**src/rtl/fp_byte_sequencer_pkg.sv**
```systemverilog
// Shared definitions for the byte-wide float_alu front-end: command byte
// field positions, ALU opcode and precision encodings, flag bit positions,
// the sequencer state encoding and small decode helpers.
package fp_byte_sequencer_pkg;

  // Command byte layout: [2:0] op_code, [3] mode_fp, [4] round_mode, [7:5] unused
  localparam int CMD_OP_LSB   = 0;
  localparam int CMD_MODE_BIT = 3;
  localparam int CMD_RND_BIT  = 4;

  // float_alu opcodes understood by the sequencer
  localparam logic [2:0] OP_ADD = 3'd0;
  localparam logic [2:0] OP_SUB = 3'd1;
  localparam logic [2:0] OP_MUL = 3'd2;
  localparam logic [2:0] OP_DIV = 3'd3;

  // Precision selector carried in mode_fp
  localparam logic FP_SINGLE = 1'b1;
  localparam logic FP_HALF   = 1'b0;

  // float_alu flag bit positions
  localparam int F_INVALID   = 0;
  localparam int F_DIVZERO   = 1;
  localparam int F_OVERFLOW  = 2;
  localparam int F_UNDERFLOW = 3;
  localparam int F_INEXACT   = 4;
  localparam int F_COUNT     = 5;

  // Sequencer state encoding, also visible on the dbg_state port
  typedef enum logic [2:0] {
    SEQ_IDLE   = 3'd0,
    SEQ_LOAD_A = 3'd1,
    SEQ_LOAD_B = 3'd2,
    SEQ_ISSUE  = 3'd3,
    SEQ_WAIT   = 3'd4,
    SEQ_SEND   = 3'd5
  } seq_state_e;

  // True for opcodes the sequencer is willing to launch
  function automatic logic op_supported(input logic [2:0] op);
    return (op == OP_ADD) || (op == OP_SUB) || (op == OP_MUL) || (op == OP_DIV);
  endfunction

endpackage

```
**src/rtl/fp_byte_sequencer_shifter.sv**
```systemverilog
// N-bit operand register written one byte at a time. The byte lane is picked
// by idx; clr zeroes the whole register so half-precision operands end up
// zero-extended above bit 15.
module fp_byte_shifter #(
  parameter int N  = 32,
  parameter int NB = N / 8,
  parameter int IW = $clog2(NB)
) (
  input  logic          clk,
  input  logic          rst_n,
  input  logic          clr,
  input  logic          wr_en,
  input  logic [IW-1:0] idx,
  input  logic [7:0]    data,
  output logic [N-1:0]  q
);

  // Clear has priority over a byte write; only the addressed lane changes
  always_ff @(posedge clk or negedge rst_n) begin
    if (!rst_n) begin
      q <= '0;
    end else if (clr) begin
      q <= '0;
    end else if (wr_en) begin
      for (int i = 0; i < NB; i++) begin
        if (idx == IW'(i)) q[i*8 +: 8] <= data;
      end
    end
  end

endmodule

```
**src/rtl/fp_byte_sequencer.sv**
```systemverilog
// Byte-wide front-end for float_alu. Collects a command byte and two
// little-endian operands, launches one ALU operation, captures result and
// flags, then streams the result bytes (LSB first) and a flags byte out.
//
// Handshakes: every byte port uses valid/ready; a transfer happens on the
// rising clock edge where both are high. The producer holds data and valid
// stable until the transfer; the consumer may drive ready freely.
module fp_byte_sequencer
  import fp_byte_sequencer_pkg::*;
#(
  parameter int N       = 32,
  parameter int TIMEOUT = 255
) (
  input  logic         clk,
  input  logic         rst_n,
  input  logic [7:0]   data_in,
  input  logic         data_in_valid,
  output logic         in_ready,
  output logic [7:0]   data_out,
  output logic         data_out_valid,
  input  logic         data_out_ready,
  output logic         busy,
  output logic         err,
  output logic [N-1:0] alu_op_a,
  output logic [N-1:0] alu_op_b,
  output logic [2:0]   alu_op_code,
  output logic         alu_mode_fp,
  output logic         alu_round_mode,
  output logic         alu_start,
  output logic         alu_ready_in,
  input  logic         alu_valid_out,
  input  logic         alu_ready_out,
  input  logic [N-1:0] alu_result,
  input  logic [4:0]   alu_flags,
  output logic [2:0]   dbg_state
);

  localparam int NB = N / 8;
  localparam int IW = $clog2(NB);
  localparam int CW = $clog2(NB + 1);
  localparam int TW = $clog2(TIMEOUT + 1);
  localparam logic [CW-1:0] LAST_SINGLE = CW'(NB - 1);
  localparam logic [CW-1:0] LAST_HALF   = CW'(1);

  seq_state_e state, next_state;

  logic [CW-1:0]    byte_cnt;
  logic [TW-1:0]    tmo_cnt;
  logic [2:0]       cmd_op;
  logic             cmd_mode;
  logic             cmd_rnd;
  logic [N-1:0]     result_q;
  logic [F_COUNT-1:0] flags_q;

  logic          in_accept;
  logic          out_accept;
  logic          cmd_ok;
  logic [CW-1:0] last_idx;
  logic [CW-1:0] nxt_idx;
  logic          at_last;
  logic          at_flags;
  logic          tmo_hit;
  logic [7:0]    nxt_byte;
  logic          clr_ops;
  logic          wr_a;
  logic          wr_b;

  assign in_accept  = data_in_valid && in_ready;
  assign out_accept = data_out_valid && data_out_ready;
  assign cmd_ok     = op_supported(data_in[CMD_OP_LSB +: 3]);
  assign last_idx   = (cmd_mode == FP_SINGLE) ? LAST_SINGLE : LAST_HALF;
  assign nxt_idx    = byte_cnt + 1'b1;
  assign at_last    = (byte_cnt == last_idx);
  assign at_flags   = (byte_cnt == last_idx + 1'b1);
  assign tmo_hit    = (tmo_cnt == TW'(TIMEOUT - 1));
  assign nxt_byte   = 8'(result_q >> {nxt_idx[IW-1:0], 3'b000});

  assign clr_ops = (state == SEQ_IDLE) && in_accept && cmd_ok;
  assign wr_a    = (state == SEQ_LOAD_A) && in_accept;
  assign wr_b    = (state == SEQ_LOAD_B) && in_accept;

  fp_byte_shifter #(.N(N)) u_op_a (
    .clk   (clk),
    .rst_n (rst_n),
    .clr   (clr_ops),
    .wr_en (wr_a),
    .idx   (byte_cnt[IW-1:0]),
    .data  (data_in),
    .q     (alu_op_a)
  );

  fp_byte_shifter #(.N(N)) u_op_b (
    .clk   (clk),
    .rst_n (rst_n),
    .clr   (clr_ops),
    .wr_en (wr_b),
    .idx   (byte_cnt[IW-1:0]),
    .data  (data_in),
    .q     (alu_op_b)
  );

  // State register
  always_ff @(posedge clk or negedge rst_n) begin
    if (!rst_n) state <= SEQ_IDLE;
    else        state <= next_state;
  end

  // Next-state decode; a result arriving on the timeout cycle is still taken
  always_comb begin
    next_state = state;
    unique case (state)
      SEQ_IDLE:   if (in_accept && cmd_ok)    next_state = SEQ_LOAD_A;
      SEQ_LOAD_A: if (in_accept && at_last)   next_state = SEQ_LOAD_B;
      SEQ_LOAD_B: if (in_accept && at_last)   next_state = SEQ_ISSUE;
      SEQ_ISSUE:  if (alu_ready_out)          next_state = SEQ_WAIT;
      SEQ_WAIT: begin
        if (alu_valid_out)  next_state = SEQ_SEND;
        else if (tmo_hit)   next_state = SEQ_IDLE;
      end
      SEQ_SEND:   if (out_accept && at_flags) next_state = SEQ_IDLE;
      default:    next_state = SEQ_IDLE;
    endcase
  end

  // Outputs decoded straight from state
  always_comb begin
    in_ready       = (state == SEQ_IDLE) || (state == SEQ_LOAD_A) || (state == SEQ_LOAD_B);
    busy           = (state != SEQ_IDLE);
    alu_start      = (state == SEQ_ISSUE) && alu_ready_out;
    alu_ready_in   = (state == SEQ_WAIT);
    data_out_valid = (state == SEQ_SEND);
    dbg_state      = state;
  end

  // Command latch, byte/timeout counters, result capture and output byte
  always_ff @(posedge clk or negedge rst_n) begin
    if (!rst_n) begin
      byte_cnt <= '0;
      tmo_cnt  <= '0;
      cmd_op   <= '0;
      cmd_mode <= 1'b0;
      cmd_rnd  <= 1'b0;
      result_q <= '0;
      flags_q  <= '0;
      data_out <= '0;
      err      <= 1'b0;
    end else begin
      err <= 1'b0;
      unique case (state)
        SEQ_IDLE: begin
          if (in_accept) begin
            cmd_op   <= data_in[CMD_OP_LSB +: 3];
            cmd_mode <= data_in[CMD_MODE_BIT];
            cmd_rnd  <= data_in[CMD_RND_BIT];
            byte_cnt <= '0;
            if (!cmd_ok) err <= 1'b1;
          end
        end
        SEQ_LOAD_A: begin
          if (in_accept) byte_cnt <= at_last ? '0 : nxt_idx;
        end
        SEQ_LOAD_B: begin
          if (in_accept) byte_cnt <= nxt_idx;
        end
        SEQ_ISSUE: begin
          if (alu_ready_out) tmo_cnt <= '0;
        end
        SEQ_WAIT: begin
          if (alu_valid_out) begin
            result_q <= alu_result;
            flags_q  <= alu_flags;
            data_out <= alu_result[7:0];
            byte_cnt <= '0;
          end else begin
            tmo_cnt <= tmo_cnt + 1'b1;
            if (tmo_hit) err <= 1'b1;
          end
        end
        SEQ_SEND: begin
          if (out_accept) begin
            byte_cnt <= nxt_idx;
            if (at_flags)     data_out <= '0;
            else if (at_last) data_out <= {3'b000, flags_q};
            else              data_out <= nxt_byte;
          end
        end
        default: ;
      endcase
    end
  end

  assign alu_op_code    = cmd_op;
  assign alu_mode_fp    = cmd_mode;
  assign alu_round_mode = cmd_rnd;

endmodule
```
**config.mk**
```make
export PLATFORM = sky130hd
export DESIGN_NAME = fp_byte_sequencer
export DESIGN_NICKNAME = d
export VERILOG_FILES = /design/src/rtl/fp_byte_sequencer_pkg.sv /design/src/rtl/fp_byte_sequencer_shifter.sv /design/src/rtl/fp_byte_sequencer.sv
export SDC_FILE = /design/constraint.sdc
export NUM_CORES = 1
export LEC_CHECK = 0
export CORE_AREA = 3 3 120 122
export CTS_CLUSTER_DIAMETER = 150
export DETAILED_ROUTE_END_ITERATION = 7
export DIE_AREA = 0 0 123 125
export PLACE_DENSITY = 0.79
export SYNTH_ARGS = -nofsm -noshare
export SYNTH_HDL_FRONTEND = slang
export SYNTH_SLANG_ARGS = --single-unit
```
**constraint.sdc**
```tcl
create_clock -name clk -period 2.9 [get_ports clk]
set_clock_uncertainty 0.1 [all_clocks]
set_input_delay 0.58 -clock clk [delete_from_list [all_inputs] [get_ports clk]]
set_output_delay 0.58 -clock clk [all_outputs]
set_load 0.01 [all_outputs]
```
# == Word-level counts from Yosys, hierarchy flattened ==
# Index checks and enable logic that the tools add are counted.
# W data, S select, Z words.
# word_totals
latchBits,0
output_inout_bits,86
reg_bits,129
in_bits,51
n_memories,0
rom_bits,0
ramBits,0
# op_classes
magnitude_cmp,0
add_sub_neg,3
n_shift,1
n_eq_ne,26
mux,37
div_mod_pow,0
n_mul,0
n_bitwise,0
n_reduce_logical,42
# ops
cell,n
$mux W32,4
$mux W8,10
$mux W3,13
$pmux W8 S2,2
$shr A32 B5 Y8,1
$reduce_and A2 Y1,10
$pmux W3 S6,1
$reduce_bool A2 Y1,8
$pmux W3 S5,1
$eq A3 B2 Y1 const B,4
$ne A2 B1 Y1 const B,6
$reduce_and A6 Y1,2
$logic_and A1 B1 Y1,10
$ne A2 B2 Y1 const B,5
$add A8 B1 Y8 const B,1
$eq A8 B8 Y1 const B,1
$eq A3 B1 Y1 const B,2
$eq A3 B3 Y1 const B,2
$logic_not A3 Y1,2
$reduce_and A3 Y1,2
$logic_or A1 B1 Y1,5
$reduce_bool A5 Y1,1
$eq A2 B2 Y1 const B,2
$mux W1,4
other kinds (10),10

# == Longest topological paths before layout ==
# Gate-level depths: netlist of run 1.
# logic_depth
depth_word,8
depth_mapped,8
depth_no_buf,6

# == Cells and area by module ==
# Synthesis of run 1 repeated with hierarchy kept, for this count alone.
# hier_totals
cells_unflattened,487
hier_area_um2,6102.1
# by_module_without_submodules
mod,seq_area_each_um2,n_inst,area_each_um2,cells_per_inst
fp_byte_sequencer,1626.6,1,3226.8,257
fp_byte_shifter,800.8,2,1437.6,115

# == Least setup slack after synthesis of run 1 ==
# Ideal clock, no wire load.
# synth_timing
path_type,register -> register
start,register byte_cnt[0]
end,register data_out[0]
arrival_ps,1932
t_required_ps,2667
period_less_slack_ps,2165
setup_slack_ps,735
path_stages_with_launch,8
path_cell_list,dfrtp_1 buf_2 inv_1 ha_1 clkbuf_1 mux4_2 mux2i_1 o211ai_1
# synth_via
elab_chain_len,6
word_cells_on_any_way,8
cone_classes,add/sub (1); eq/ne (2); shift (1); mux (4)
# synth_rtl
element,line_no,rtl
from (decl),fp_byte_sequencer.sv:47,logic [CW-1:0] byte_cnt;
from (signal assigned),fp_byte_sequencer.sv:160,if (in_accept) byte_cnt <= at_last ? '0 : nxt_idx;
from (signal assigned),fp_byte_sequencer.sv:163,if (in_accept) byte_cnt <= nxt_idx;
from (signal assigned),fp_byte_sequencer.sv:181,byte_cnt <= nxt_idx;
$add A3 B1 Y3,fp_byte_sequencer.sv:72,assign nxt_idx = byte_cnt + 1'b1;
$shr A32 B5 Y8,fp_byte_sequencer.sv:76,"assign nxt_byte = 8'(result_q >> {nxt_idx[IW-1:0], 3'b000});"
$mux W8,fp_byte_sequencer.sv:183,"else if (at_last) data_out <= {3'b000, flags_q};"
$mux W8 (*),fp_byte_sequencer.sv:182,if (at_flags) data_out <= '0;
$mux W8 (*),fp_byte_sequencer.sv:180,if (out_accept) begin
$pmux W8 S2 (*),fp_byte_sequencer.sv:149,unique case (state)
to (signal assigned),fp_byte_sequencer.sv:172,data_out <= alu_result[7:0];
to (signal assigned),fp_byte_sequencer.sv:183,
to (signal assigned),fp_byte_sequencer.sv:184,else data_out <= nxt_byte;
to (decl),fp_byte_sequencer.sv:19,"output logic [7:0] data_out,"
# Every way passes the cells marked *; elsewhere a longest branch is shown, timed or not. The select of a mux whose other input is x is not followed.
# A chain may end at the register's enable or synchronous reset.

# == Worst setup path after layout of run 1 ==
# layout_timing
start,register state[1] (netlist: dbg_state[1])
end,output data_out_valid
# layout_via
elab_chain_len,1
# layout_rtl
element,line_no,rtl
from (decl),fp_byte_sequencer.sv:45,"seq_state_e state, next_state;"
from (signal assigned),fp_byte_sequencer.sv:105,else state <= next_state;
$eq A3 B3 Y1,fp_byte_sequencer.sv:131,data_out_valid = (state == SEQ_SEND);
to (decl),fp_byte_sequencer.sv:20,"output logic data_out_valid,"
# No other way between the ends.

==> out/results.ini, run 1 <==
[outcome]
outcome=completed

[floorplan]
fp.dieH_um=125
fp-row-count=42
boundaryPins=137
die_area_um2=15380
start_util_pct=42.22
coreArea_um2=13300
die_w_um=123

[setup_path]
start_kind=flop
cp_data_required_time_ps=2220
crit_path_start=dbg_state[1]
cp_max_fo=16
crit_type=flop to output port
worstPathCellList=nor2b_1 > nand2_1 > inv_1 > clkdlybuf4s50_1
cp-end-kind=output port
cp.depth=4
slowest_delay_ps=590
rr_endpoint=u_op_a.q[2]
worst_path_max_delay_cell=clkdlybuf4s50_1
arrival_ps=2000
r2r_setup_slack_ps=510
worstReg2RegStart=dbg_state[0]
cp-endpoint=data_out_valid
reg2regPathDepth=4
crit_buf_inv=2
cpLargestDelayFamily=buffers and inverters

[global_route]
grt_max_degree=59
grt_pass1_vias=4474
grt_pass1_wl_um=22710
grt-ovfl-total=0
track_usage_pct=18.55
antenna_found_initial=0

[pwr]
ir_worst_vdd_mv=0.4204
power_density_nw_per_um2=1130
leakagePower_nw=3.590
total_power_mw=8.832

[cells_and_area]
design_area_um2=7814
num-nets-final=757
drive_above_1_share_pct=10.80
area_growth_pct=39.21
antenna_cells=0
finalNonFillerCells=889

[place]
globalplace.congestion=0.7999
place_area_um2=7204
port_buffers=136
numPlacedInstances=857
dp_hpwl_um=10330
preCtsSetupSlack_ps=245.0

[sta]
fin_crit_sh_pct=92.48
setup_viol=0
min_period_ps=2682
slew_headroom_pct=41.70
rsz0062_at_grt=no
hold_viol=0
fmax_ghz=0.3729
tns_ps=0
setup_ws_ps=218.0
worst_pin_slew_ps=868.7
slew_violations=0

[yosys]
synthesis.nets=611
yosysUniqueCellTypes=46
synth_area_um2=5613
yosysWarnings=0
synthArstFlopShare_pct=100.0
syn_inst=554
synthFlopType=dfrtp_1
syn_area_per_cell_um2=10.13
ys_seq_area_share_pct=57.51
synth-edff-count=0
ys_ff_latch=129

[worst_hold_path]
hold_class=input pin to asynchronous set/reset pin

[clock_tree]
cts_buffers=17
cts_tree=yes
clock_path_buffers=2
clkTransAtPathRegs_ps=60
cts.sinks=129
cts_root_buf=clkbuf_16
postCtsSetupRepairBufs=0
h-tree-depth=4
clock_latency_ps=400

[route]
routed_wirelength_um=14070
viasPerCell=5.109
antenna_left=0
drt_iter0_markers=420
firstDrtPassIters=5
num_vias=4542
drc=0
wire_per_inst_um=15.83

[run]
maxCapViolCount=0

synthesized netlist by cell type (all sizes together), types with 2 or more instances:
library cell,count,area [um^2]
a211oi,2,25.02
nand2b,5,31.28
buf,19,107.6
inv,11,41.29
nand4,4,25.02
a211o,3,26.28
ha,6,75.07
nor3b,4,40.03
o211ai,9,67.56
nand2,191,716.9
a21oi,5,25.02
mux4,8,180.2
nand3,8,40.04
dfrtp,129,3228
nor4b,2,32.53
o31ai,2,15.01
clkbuf,7,26.28
mux2,12,135.1
a311o,2,20.02
o21ai,72,360.3
nor2,11,41.29
xnor2,5,43.79
nor2b,5,31.28
and2,8,50.05
mux2i,7,70.07
and3,2,12.51
or4b,2,20.02
state kept, by name, indices dropped and copies added (netlist names):
register	cells
result_q	32
u_op_a.q	32
u_op_b.q	32
data_out	8
tmo_cnt	8
flags_q	5
alu_op_code	3
byte_cnt	3
dbg_state	3
alu_mode_fp	1
alu_round_mode	1
err	1
layout make-up:
class | count | area (um^2)
Timing Repair Buffer | 153 | 1499
Clock buffer | 22 | 484.2
Multi-Input combinational cell | 388 | 2216
Sequential cell | 129 | 3229
Tap cell | 176 | 220.2
Clock inverter | 10 | 123.9
Inverter | 11 | 41.29
Fill cell | 1046 | 5482
cell usage in the layout (no fill, tap or decap), drive strengths merged, types with 2 or more instances in the layout:
cell,netlist,layout
a211oi,2,2
nand2,191,191
nand2b,5,5
dfrtp,129,129
mux4,8,8
buf,19,18
nor2,11,11
and2,8,8
nand4,4,4
clkinv,0,3
a211o,3,3
o21ai,72,72
nor3b,4,4
inv,11,14
o31ai,2,2
mux2,12,12
a21oi,5,5
bufinv,0,2
ha,6,6
a311o,2,2
o211ai,9,9
clkdlybuf4s50,0,135
clkbuf,7,22
nand3,8,8
or4b,2,2
nor4b,2,2
xnor2,5,5
clkinvlp,0,2
nor2b,5,5
mux2i,7,7
and3,2,2
cell families after synthesis:
family                   synth area share (%)
XOR/XNOR                               0.9362
multiplexers                            6.866
flip-flops                              57.51
buffers and inverters                   3.121
adder cells (fa/ha/maj)                 1.337
AO/OA/AOI/OAI                           10.77
AND/OR/NAND/NOR                         19.46
metal layers:
layer | vias up | routed length, um | global-route usage (%)
met5 | - | 0 | 0
met4 | 0 | 164 | 5.147
met3 | 16 | 1050 | 3.704
met2 | 185 | 6740 | 30.88
met1 | 2174 | 6117 | 24.76
li1 | 2167 | - | -
worst reg2reg max path, stage by stage, from the launching register on:
cell and delay [ps]:
dfrtp_1 660, buf_4 300, nor2_1 100, o21ai_1 700
mux2_2 420
stage by stage:
| step | hold slack (ps) | util (%) |
|---|---|---|
| 3_5_place_dp | 359.2 | 54.19 |
| 5_1_grt | 74.03 | 58.77 |
| 3_3_place_gp | 354.2 | 54.19 |
| 4_1_cts | 57.72 | 58.76 |
| 2_1_floorplan | 184.4 | - |
| 6_report | 40.37 | 58.77 |
timing repair:
item	4_1_cts	5_1_grt
endpoints found under the setup margin	0	2
gates resized for setup	0	1
hold buffers	0	0
hold endpoints to repair	0	0
report_power, final:
part           leakage (nW)  switching (mW)  internal [mW]
Combinational          1.66            1.62           1.86
Sequential             1.63           0.585           2.60
Clock                 0.294           0.796           1.37
how the worst min path moves through the flow:
stage / startpoint / slack, ps / endpoint / cells past startpoint
2_1_floorplan: rst_n / 180 / alu_mode_fp / 0
3_3_place_gp: result_q[22] / 350 / result_q[22] / 2
3_5_place_dp: result_q[24] / 360 / result_q[24] / 2
4_1_cts: rst_n / 60 / u_op_b.q[16] / 1
5_1_grt: rst_n / 70 / u_op_b.q[16] / 1
6_report: rst_n / 40 / u_op_a.q[22] / 1
No activity file was read; power rests on OpenSTA's default activity.
==> run 2: changes to the inputs <==
--- a/config.mk
+++ b/config.mk
@@ -5,11 +5,11 @@
 export SDC_FILE = /design/constraint.sdc
 export NUM_CORES = 1
 export LEC_CHECK = 0
-export CORE_AREA = 3 3 120 122
-export CTS_CLUSTER_DIAMETER = 150
+export CORE_AREA = 8 8 125 127
 export DETAILED_ROUTE_END_ITERATION = 7
-export DIE_AREA = 0 0 123 125
+export DIE_AREA = 0 0 133 135
 export PLACE_DENSITY = 0.79
 export SYNTH_ARGS = -nofsm -noshare
 export SYNTH_HDL_FRONTEND = slang
 export SYNTH_SLANG_ARGS = --single-unit
+export TNS_END_PERCENT = 1
==> run 2 against run 1 <==
Power shrank 0.62%. Global-route usage shrank 1.8 points. Core utilization shrank 1.5 points. Sequential share of layout area grew 0.12 points. Largest cell class unchanged. Flip-flop and latch count is the same. Routed wire length grew 2.6%. Count of clock-buffer cells in the layout shrank 3.
==> out/results.ini, run 2 (same netlist as run 1, synthesis figures left out) <==
[outcome]
outcome=completed

[setup_path]
cp_max_fo=11  ; -5
arrival_ps=2070  ; +70 ps
r2r_setup_slack_ps=550  ; +40 ps
crit_path_start=dbg_state[2]
slowest_delay_ps=620  ; +30 ps
worstPathCellList=nor2b_1 > nand2_1 > inv_1 > clkdlybuf4s50_1
cp.depth=4  ; unchanged
worst_path_max_delay_cell=clkdlybuf4s50_1
cpLargestDelayFamily=buffers and inverters
cp-end-kind=output port
cp_data_required_time_ps=2220  ; about the same
worstReg2RegStart=dbg_state[0]
crit_buf_inv=2  ; unchanged
reg2regPathDepth=4  ; unchanged
start_kind=flop
rr_endpoint=u_op_a.q[10]
cp-endpoint=data_out_valid
crit_type=flop to output port

[floorplan]
coreArea_um2=13610  ; +2.4%
die_area_um2=17960  ; +17%
start_util_pct=41.24  ; -0.98 points
fp-row-count=43  ; +2.4%
fp.dieH_um=135  ; +8.0%
die_w_um=133  ; +8.1%
boundaryPins=137  ; unchanged

[clock_tree]
cts_root_buf=clkbuf_16
clkTransAtPathRegs_ps=50  ; about the same
clock_latency_ps=410  ; about the same
cts_buffers=17  ; unchanged
cts_tree=yes
cts.sinks=129  ; unchanged
clock_path_buffers=2  ; unchanged
postCtsHoldBufs=0  ; unchanged
h-tree-depth=4  ; unchanged

[cells_and_area]
finalNonFillerCells=891  ; +0.22%
final_common_cell=nand2_1
drive_above_1_share_pct=10.41  ; -0.39 points
area_growth_pct=38.81
design_area_um2=7791  ; -0.29%
layout_common_cells=nand2_1, clkdlybuf4s50_1, dfrtp_1
final-seq-area_um2=3229  ; unchanged
fillers=1124  ; +7.5%
antenna_cells=0  ; unchanged
num-nets-final=755  ; -0.26%
multi_input_area_um2=2216  ; unchanged
top_regs=result_q: 32 flops, u_op_a.q: 32 flops, u_op_b.q: 32 flops

[sta]
tns_ps=0  ; unchanged
slew_headroom_pct=37.16  ; -4.5 points
setup_viol=0  ; unchanged
rsz0062_at_grt=no
worst_pin_slew_ps=936.3  ; +67.63 ps
hold_viol=0  ; unchanged
fin_crit_sh_pct=94.85  ; +2.4 points
min_period_ps=2751  ; +68.58 ps
slew_violations=0  ; unchanged
holdWs_ps=106.4  ; +66.01 ps
fmax_ghz=0.3636  ; -2.5%

[route]
drc=0  ; unchanged
drt_iter0_markers=261  ; -38%
viasPerCell=5.130  ; +0.41%
num_vias=4571  ; +0.64%
firstDrtPassIters=7  ; +2
antenna_left=0  ; unchanged
routed_wirelength_um=14440  ; +2.6%
wire_per_inst_um=16.20  ; +2.4%

[global_route]
antenna_found_initial=0  ; unchanged
grt-ovfl-total=0  ; unchanged
grt_pass1_vias=4757  ; +6.3%
track_usage_pct=16.75  ; -1.8 points
grt_max_degree=53  ; -10%
grt_pass1_wl_um=24000  ; +5.7%

[pwr]
ir_worst_vdd_mv=0.4498  ; +7.0%
total_power_mw=8.777  ; -0.62%
power_density_nw_per_um2=1127  ; -0.33%
leakagePower_nw=3.572  ; -0.50%

[place]
port_buffers=136  ; unchanged
globalplace.congestion=0.7966  ; -0.41%
numPlacedInstances=859  ; +0.23%
place_area_um2=7194  ; -0.14%
dp_hpwl_um=10870  ; +5.2%

[run]
maxCapViolCount=0  ; unchanged

[worst_hold_path]
hold_class=input pin to asynchronous set/reset pin

==> run 2: layout make-up <==
class                   count  area share (%)
repair buffers            151           19.05
clock inverters            13           2.088
well taps                 180           2.891
multi-input cells         388           28.44
clock buffers              19           5.556
inverters                  11          0.5300
flip-flops and latches    129           41.45
==> run 2: worst min-delay path by stage <==
stage            startpoint             end  slack, ps  depth (start not counted)
3_3_place_gp   result_q[26]    result_q[26]        350                          2
5_1_grt               rst_n    u_op_b.q[31]        150                          1
4_1_cts               rst_n  alu_op_code[0]        120                          1
3_5_place_dp   result_q[26]    result_q[26]        360                          2
6_report              rst_n  alu_op_code[0]        110                          1
2_1_floorplan         rst_n     alu_mode_fp        180                          0
==> run 2: repair_timing <==
item,4_1_cts,5_1_grt
resized for setup,0,1
buffers inserted,0,0
endpoints found under the setup margin,0,1
==> run 2: power breakdown <==
part / total, mW / switching [mW] / internal, mW
sequential: 3.18 / 0.572 / 2.60
clock: 2.13 / 0.778 / 1.35
combinational: 3.47 / 1.63 / 1.85
==> run 2: through the flow <==
step | setup WS (ps) | utilization [%]
floorplan | 735.0 | -
global placement | 263.6 | 52.85
detailed placement | 233.2 | 52.85
CTS | 54.03 | 57.23
global route | 39.88 | 57.24
finish | 149.4 | 57.24
==> run 2: layer usage <==
metal | part of all wire, % | GRT usage (%) | vias to the layer above | routed length [um]
met3 | 9.3 | 6.538 | 16 | 1341
met5 | 0 | 0 | - | 0
met1 | 43 | 20.26 | 2211 | 6248
met2 | 46 | 26.78 | 184 | 6677
li1 | - | - | 2160 | -
met4 | 1.2 | 5.678 | 0 | 168
==> run 2: worst reg2reg max path, stage by stage (launching register included) <==
cell	delay [ps]
dfrtp_1	640
buf_4	250
nor2_1	90
o21ai_1	740
mux2_2	420
==> run 3: changes to the inputs <==
--- a/config.mk
+++ b/config.mk
@@ -5,9 +5,9 @@
 export SDC_FILE = /design/constraint.sdc
 export NUM_CORES = 1
 export LEC_CHECK = 0
-export CORE_AREA = 8 8 125 127
+export CORE_AREA = 2 2 119 121
 export DETAILED_ROUTE_END_ITERATION = 7
-export DIE_AREA = 0 0 133 135
+export DIE_AREA = 0 0 121 123
 export PLACE_DENSITY = 0.79
 export SYNTH_ARGS = -nofsm -noshare
 export SYNTH_HDL_FRONTEND = slang
==> run 3 against run 2 <==
Routed wire length is 5.0% lower. First-iteration DRC count up 6.5%. Critical endpoint unchanged. Critical path type unchanged. Setup slack improved by 6.1 ps. Via count down 0.15%. Non-clock buffer count fell by 4. Core utilization fell by 0.34 points. Cell area fell by 0.59%. Flip-flop and latch count unchanged. Highest routed layer unchanged. Global-route usage up 2.6 points. Clock power down 4%. Register-to-register slack improved by 90 ps. Hold slack improved by 41 ps.
==> out/results.ini, run 3 (same netlist as run 1, synthesis figures left out) <==
[outcome]
outcome=completed

[cells_and_area]
drive_above_1_share_pct=10.47  ; +0.059 points
fillers=1118  ; -0.53%
final_common_cell=nand2_1
design_area_um2=7745  ; -0.59%
top_regs=result_q: 32 flops, u_op_a.q: 32 flops, u_op_b.q: 32 flops
layout_common_cells=nand2_1, clkdlybuf4s50_1, dfrtp_1
num-nets-final=751  ; -0.53%
area_growth_pct=37.98
antenna_cells=0  ; unchanged

[clock_tree]
clock_latency_ps=410  ; about the same
postCtsSetupRepairBufs=0  ; unchanged
clock_path_buffers=2  ; unchanged
h-tree-depth=4  ; unchanged
cts_root_buf=clkbuf_16
cts_buffers=17  ; unchanged
cts_tree=yes
cts.sinks=129  ; unchanged
clkTransAtPathRegs_ps=50  ; about the same

[sta]
setup_viol=0  ; unchanged
min_period_ps=2744  ; -6.131 ps
fmax_ghz=0.3644  ; +0.22%
worst_pin_slew_ps=894.7  ; -41.60 ps
slew_violations=0  ; unchanged
setup_ws_ps=155.6  ; +6.131 ps
slew_headroom_pct=39.95  ; +2.8 points
fin_crit_sh_pct=94.64  ; -0.21 points
tns_ps=0  ; unchanged
rsz0062_at_grt=no
hold_viol=0  ; unchanged
holdWs_ps=147.5  ; +41.13 ps

[setup_path]
slowest_delay_ps=610  ; about the same
arrival_ps=2060  ; about the same
rr_endpoint=u_op_a.q[26]
r2r_setup_slack_ps=640  ; +90 ps
cp-end-kind=output port
cp_data_required_time_ps=2220  ; about the same
crit_type=flop to output port
worst_path_max_delay_cell=clkdlybuf4s50_1
worstReg2RegStart=dbg_state[0]
crit_buf_inv=2  ; unchanged
cp_max_fo=16  ; +5
cpLargestDelayFamily=buffers and inverters
reg2regPathDepth=4  ; unchanged
worstPathCellList=nor2b_1 > nand2_1 > inv_1 > clkdlybuf4s50_1
start_kind=flop
crit_path_start=dbg_state[1]

[global_route]
grt_pass1_vias=4508  ; -5.2%
grt_max_degree=130  ; +150%
track_usage_pct=19.32  ; +2.6 points
antenna_found_initial=0  ; unchanged
grt_pass1_wl_um=22270  ; -7.2%
grt-ovfl-total=0  ; unchanged

[pwr]
ir_worst_vdd_mv=0.4743  ; +5.4%
power_density_nw_per_um2=1119  ; -0.68%
total_power_mw=8.666  ; -1.3%
leakagePower_nw=3.551  ; -0.59%

[floorplan]
fp.dieH_um=123  ; -8.9%
coreArea_um2=13610  ; unchanged
start_util_pct=41.24  ; unchanged
die_w_um=121  ; -9.0%
boundaryPins=137  ; unchanged
fp-row-count=43  ; unchanged
die_area_um2=14880  ; -17%

[route]
antenna_left=0  ; unchanged
routed_wirelength_um=13710  ; -5.0%
num_vias=4564  ; -0.15%
drc=0  ; unchanged
viasPerCell=5.145  ; +0.30%
drt_iter0_markers=278  ; +6.5%
firstDrtPassIters=5  ; -2
wire_per_inst_um=15.46  ; -4.6%

[run]
maxCapViolCount=0  ; unchanged

[place]
port_buffers=136  ; unchanged
dp_hpwl_um=9909  ; -8.8%
globalplace.congestion=0.8261  ; +3.7%
preCtsSetupSlack_ps=208.8  ; -24.48 ps
place_area_um2=7164  ; -0.42%

[worst_hold_path]
hold_class=input pin to asynchronous set/reset pin

run 3: how the worst max path moves through the flow:
| stage | end | slack, ps | cells after the start |
|---|---|---|---|
| floorplan | data_out[0] | 740 | 7 |
| global placement | alu_start | 270 | 4 |
| detailed placement | u_op_b.q[18] | 210 | 4 |
| CTS | data_out_valid | 30 | 4 |
| global route | data_out_valid | 5 | 4 |
| finish | data_out_valid | 160 | 4 |
run 3: worst register-to-register path: stages (launching register included):
cell and delay, ps:
dfrtp_2 590, buf_4 230, nor2_1 90, o21ai_1 710, mux2_2 410
run 3: cell type report:
type	instances	area (um^2)	area share, %
Clock buffer	22	494.2	6.381
Clock inverter	10	82.58	1.066
Sequential cell	129	3232	41.73
Inverter	11	41.29	0.5331
Multi-Input combinational cell	388	2216	28.61
Tap cell	180	225.2	2.908
Timing Repair Buffer	147	1454	18.77
run 3: layer usage:
layer	GRT usage, %	vias up	routed length, um
li1	-	2157	-
met1	24.40	2204	5860
met2	31.95	185	6687
met3	5.996	18	973
met4	6.105	0	193
met5	0	-	0
run 3: metrics by stage:
step | util (%) | cells
finish | 56.90 | 887
CTS | 56.88 | 887
global placement | 52.63 | 855
floorplan | - | 554
detailed placement | 52.63 | 855
global route | 56.90 | 887
run 3: power breakdown:
part | switching [mW] | internal, mW | total [mW]
Sequential | 0.604 | 2.61 | 3.21
Clock | 0.755 | 1.28 | 2.04
Combinational | 1.58 | 1.84 | 3.42
run 3: timing repair:
action / 4_1_cts / 5_1_grt
gates cloned: 0 / 0
endpoints found under the hold margin: 0 / 0
hold buffers: 0 / 0
endpoints found under the setup margin: 1 / 1
gates resized for setup: 1 / 2
==> RTL edit 1 (config.mk and constraints of run 3) <==
`TIMEOUT`: 255 -> 510.
--- a/src/rtl/fp_byte_sequencer.sv
+++ b/src/rtl/fp_byte_sequencer.sv
@@ -10,5 +10,5 @@
 #(
   parameter int N       = 32,
-  parameter int TIMEOUT = 255
+  parameter int TIMEOUT = 510
 ) (
   input  logic         clk,
Function: no difference found for any inputs over 10 cycles, from zero or initial values and one cycle with rst_n low; that may be too few to reach the edited logic, so the function may still have changed.
==> RTL edit 1 against run 3 <==
  * Clock power up 4%
  * Area after synthesis up 0.60%
  * Power down 1.1%
  * Worst setup slack worse by 0.022 ns
  * Final area up 1.7%
  * Synthesized cell count up 1.6%
  * Sequential power down 2%
  * Sequential cell count up 1
  * Combinational power down 3%
  * Routed wire length up 1.1%
  * Utilization up 0.95 points
  * Critical endpoint unchanged
  * Largest cell class unchanged
==> RTL edit 1: results (changes against run 3) <==
logic_synthesis:
  synth_xor_area_share_pct: 1.24  # +0.30 points
  synth_fp_nets: 620  # +1.5%
  synthMuxAreaShare_pct: 6.85  # -0.019 points
  netlist_top_cells_area: "dfrtp_1 (58%), nand2_1 (13%), o21ai_0 (5.2%)"
  synth_seq_cells: 130  # +0.78%
  synth_compound_area_share_pct: 10.9  # +0.14 points
  synth.distinct_cells: 52  # +13%
critical_path:
  timing.rr.end: "tmo_cnt[6]"
  critPathMaxFanout: 10  # -6
  r2r_cells: 5  # +1
  reg2reg_setup_slack_ns: 0.71  # +0.07 ns
sta:
  period_needed_ns: 2.77  # +0.0224 ns
  holdWs_ns: 0.0756  # -0.0719 ns
clock_network:
  cts_resized: 0  # -1
routing:
  drt-vias-per-instance: 5.13  # -0.25%
  wl_per_cell_um: 15.3  # -0.76%
placement:
  pre_cts_slack_ns: 0.314  # +0.106 ns
  dp_hpwl_mm: 10.3  # +4.1%
pwr:
  switching_share_pct: 33.1  # -0.87 points
  p_sw_uw: 2830  # -3.6%
  p_leak_uw: 0.00356  # +0.40%
layout:
  nonClkBufAreaFrac_pct: 19.4  # +0.65 points
  clk_share_pct: 7.47  # +0.021 points
  buffers: 157  # +6.8%
  fin_nets: 768  # +2.3%
run_status:
  status: "completed"
-- RTL edit 1: changes by cell type in the layout (fill, tap and decap cells not counted), sizes merged, moves of 3 or more --
cell   before  now
xor2        1    4
buf        12   22
nor2       11   15
nand3       8    2
a211o       3    0
-- RTL edit 1: layer usage --
layer / track usage, % / wire [um] / share of wire, %
met5: 0 / 0 / 0
met4: 8.07 / 248 / 1.8
met3: 5.81 / 1090 / 7.8
met2: 32.0 / 6460 / 47
met1: 25.5 / 6080 / 44
-- RTL edit 1: worst reg2reg max path, stage by stage, from the launching register on --
cell      delay [ns]
dfrtp_1         0.57
buf_4           0.29
or4b_1          0.65
a211oi_2        0.26
xnor2_1         0.15
nor2_1          0.06
-- RTL edit 1: through the flow --
stage,instances,util [%]
after global routing,904,57.8
after global placement,872,53.5
after floorplan,563,-
final,904,57.8
after CTS,904,57.8
after detailed placement,872,53.5
==> RTL edit 2 (flow settings as in run 3) <==
Without the edit above. Reset style: synchronous (`rst_n`), changed in 3 clocked blocks.
--- a/src/rtl/fp_byte_sequencer_shifter.sv
+++ b/src/rtl/fp_byte_sequencer_shifter.sv
@@ -17,5 +17,5 @@
 
   // Clear has priority over a byte write; only the addressed lane changes
-  always_ff @(posedge clk or negedge rst_n) begin
+  always_ff @(posedge clk) begin
     if (!rst_n) begin
       q <= '0;
--- a/src/rtl/fp_byte_sequencer.sv
+++ b/src/rtl/fp_byte_sequencer.sv
@@ -101,5 +101,5 @@
 
   // State register
-  always_ff @(posedge clk or negedge rst_n) begin
+  always_ff @(posedge clk) begin
     if (!rst_n) state <= SEQ_IDLE;
     else        state <= next_state;
@@ -134,5 +134,5 @@
 
   // Command latch, byte/timeout counters, result capture and output byte
-  always_ff @(posedge clk or negedge rst_n) begin
+  always_ff @(posedge clk) begin
     if (!rst_n) begin
       byte_cnt <= '0;
Behaviour: differs if rst_n is asserted again (counterexample within 4 cycles, from zero or initial values and one cycle with rst_n low); with rst_n held inactive, the same outputs for 10 cycles.
==> RTL edit 2 against run 3 <==
  * Worst setup slack gained 0.071 ns
  * Sequential cell count unchanged
  * Sequential share of layout area is 8.3 points lower
  * Final cell count increased by 10%
  * Area after synthesis is 0.20% lower
  * Final area shrank 0.21%
  * Routed wire length increased by 8.3%
  * Largest cell class is now multi-input gates
Power is not compared: it rests on default switching activity, and its combinational part moved more than twofold at a synthesized area within 25%.
==> RTL edit 2: results (changes against run 3) <==
routing:
  wl_met1_mm: 6.40  # +9.2%
  first_iter_violations: 379  # +36%
  wl_mm: 14.9  # +8.3%
  wl_met2_mm: 6.95  # +3.9%
  dr_total_vias: 5231  # +15%
  wl_met3_mm: 1.03  # +6.0%
  drt-vias-per-instance: 5.35  # +4.1%
placement:
  dp_hpwl_mm: 10.2  # +2.8%
  place_congestion: 0.825  # -0.16%
  dp_cells: 945  # +11%
  place_area_mm2: 0.00711  # -0.70%
logic_synthesis:
  netlist_top_cells_area: "dfxtp_1 (46%), nand2_1 (10%), a21oi_1 (8.2%)"
  syn_inst: 660  # +19%
  synth_fp_nets: 717  # +17%
  ys_top_cells_by_count: "nand2_1 (154), dfxtp_1 (129), a21oi_1 (92), nand3_1 (66), buf_2 (22)"
  synth.distinct_cells: 54  # +17%
  synthArstFlopShare_pct: 0  # -100 points
  synth_flop_cell: "dfxtp_1"
  yosysSeqAreaShare_pct: 46.1  # -11 points
global_routing:
  grt_pass1_vias: 4897  # +8.6%
  grt_first_pass_wirelength_mm: 23.9  # +7.4%
  grt_max_degree: 38  # -71%
layout:
  fillers: 1212  # +8.4%
  fin_nets: 841  # +12%
run_status:
  status: "completed"
critical_path:
  critPathMaxFanout: 7  # -9
  critPathArrivalTime_ns: 1.99  # -0.07 ns
[RTL edit 2: changes by cell type after synthesis, moves of 9 or more]
cell      change
a21boi_0     +17
a21oi_1      +87
clkbuf_1     +13
dfrtp_1     -129
dfxtp_1     +129
nand2_1      -37
nand3_1      +58
nor2_1        +9
o21ai_0      -55
o21ai_1       -9
[RTL edit 2: worst max-delay path: stages, from the launching register on]
cell and delay [ns]:
dfxtp_1 0.53, nand3b_1 0.29, inv_1 0.19, clkdlybuf4s50_1 0.56
[RTL edit 2: final timing paths]
kind,cells past startpoint,from,slack [ns],endpoint
worst max-delay path,3,dbg_state[0],0.23,data_out_valid
worst min-delay path,2,u_op_a.q[21],0.35,u_op_a.q[21]
worst max register to register,5,byte_cnt[1],0.44,data_out[0]
worst min register to register,2,u_op_a.q[21],0.35,u_op_a.q[21]
[RTL edit 2: stage by stage]
step                utilization [%]  setup WS (ns)
floorplan                         -          0.515
global placement               52.3          0.362
detailed placement             52.3          0.358
CTS                            56.8         0.0265
global route                   56.8         0.0872
finish                         56.8          0.226
[RTL edit 2: final cells by class]
cell class	instances	area [um2]	share of cell area, %
clock buffers	20	457	5.91
repair buffers	161	1570	20.4
inverters	10	37.5	0.486
well taps	180	225	2.91
multi-input cells	465	2700	34.9
flip-flops and latches	129	2580	33.4
clock inverters	12	156	2.02
[RTL edit 2: cells by family (layout without fill, tap and decap cells)]
logic type	Yosys count	after routing	synth area share, %
buf+inv	66	203	6.19
simple gates	275	275	22.6
mux	20	20	5.49
xor+xnor	9	9	1.41
fa+ha+maj	6	6	1.34
flops	129	129	46.1
compound gates	155	155	16.8
[RTL edit 2: power groups by stage]
stage | clock [uW] | sequential (uW) | combinational, uW
floorplan | 0 | 2030 | 975
global placement | 0 | 2060 | 1440
detailed placement | 0 | 2070 | 1460
CTS | 2220 | 2030 | 1480
global route | 2310 | 2050 | 1610
finish | 2180 | 2030 | 1470
[RTL edit 2: metal layers]
| layer | up-vias | global-route usage (%) |
|---|---|---|
| li1 | 2544 | - |
| met5 | - | 0 |
| met3 | 38 | 5.72 |
| met2 | 210 | 32.9 |
| met4 | 0 | 10.5 |
| met1 | 2439 | 25.4 |
[RTL edit 2: what timing repair did]
action / 4_1_cts / 5_1_grt
gates resized for setup: 0 / 1
endpoints found under the setup margin: 0 / 1
setup buffers: 0 / 0
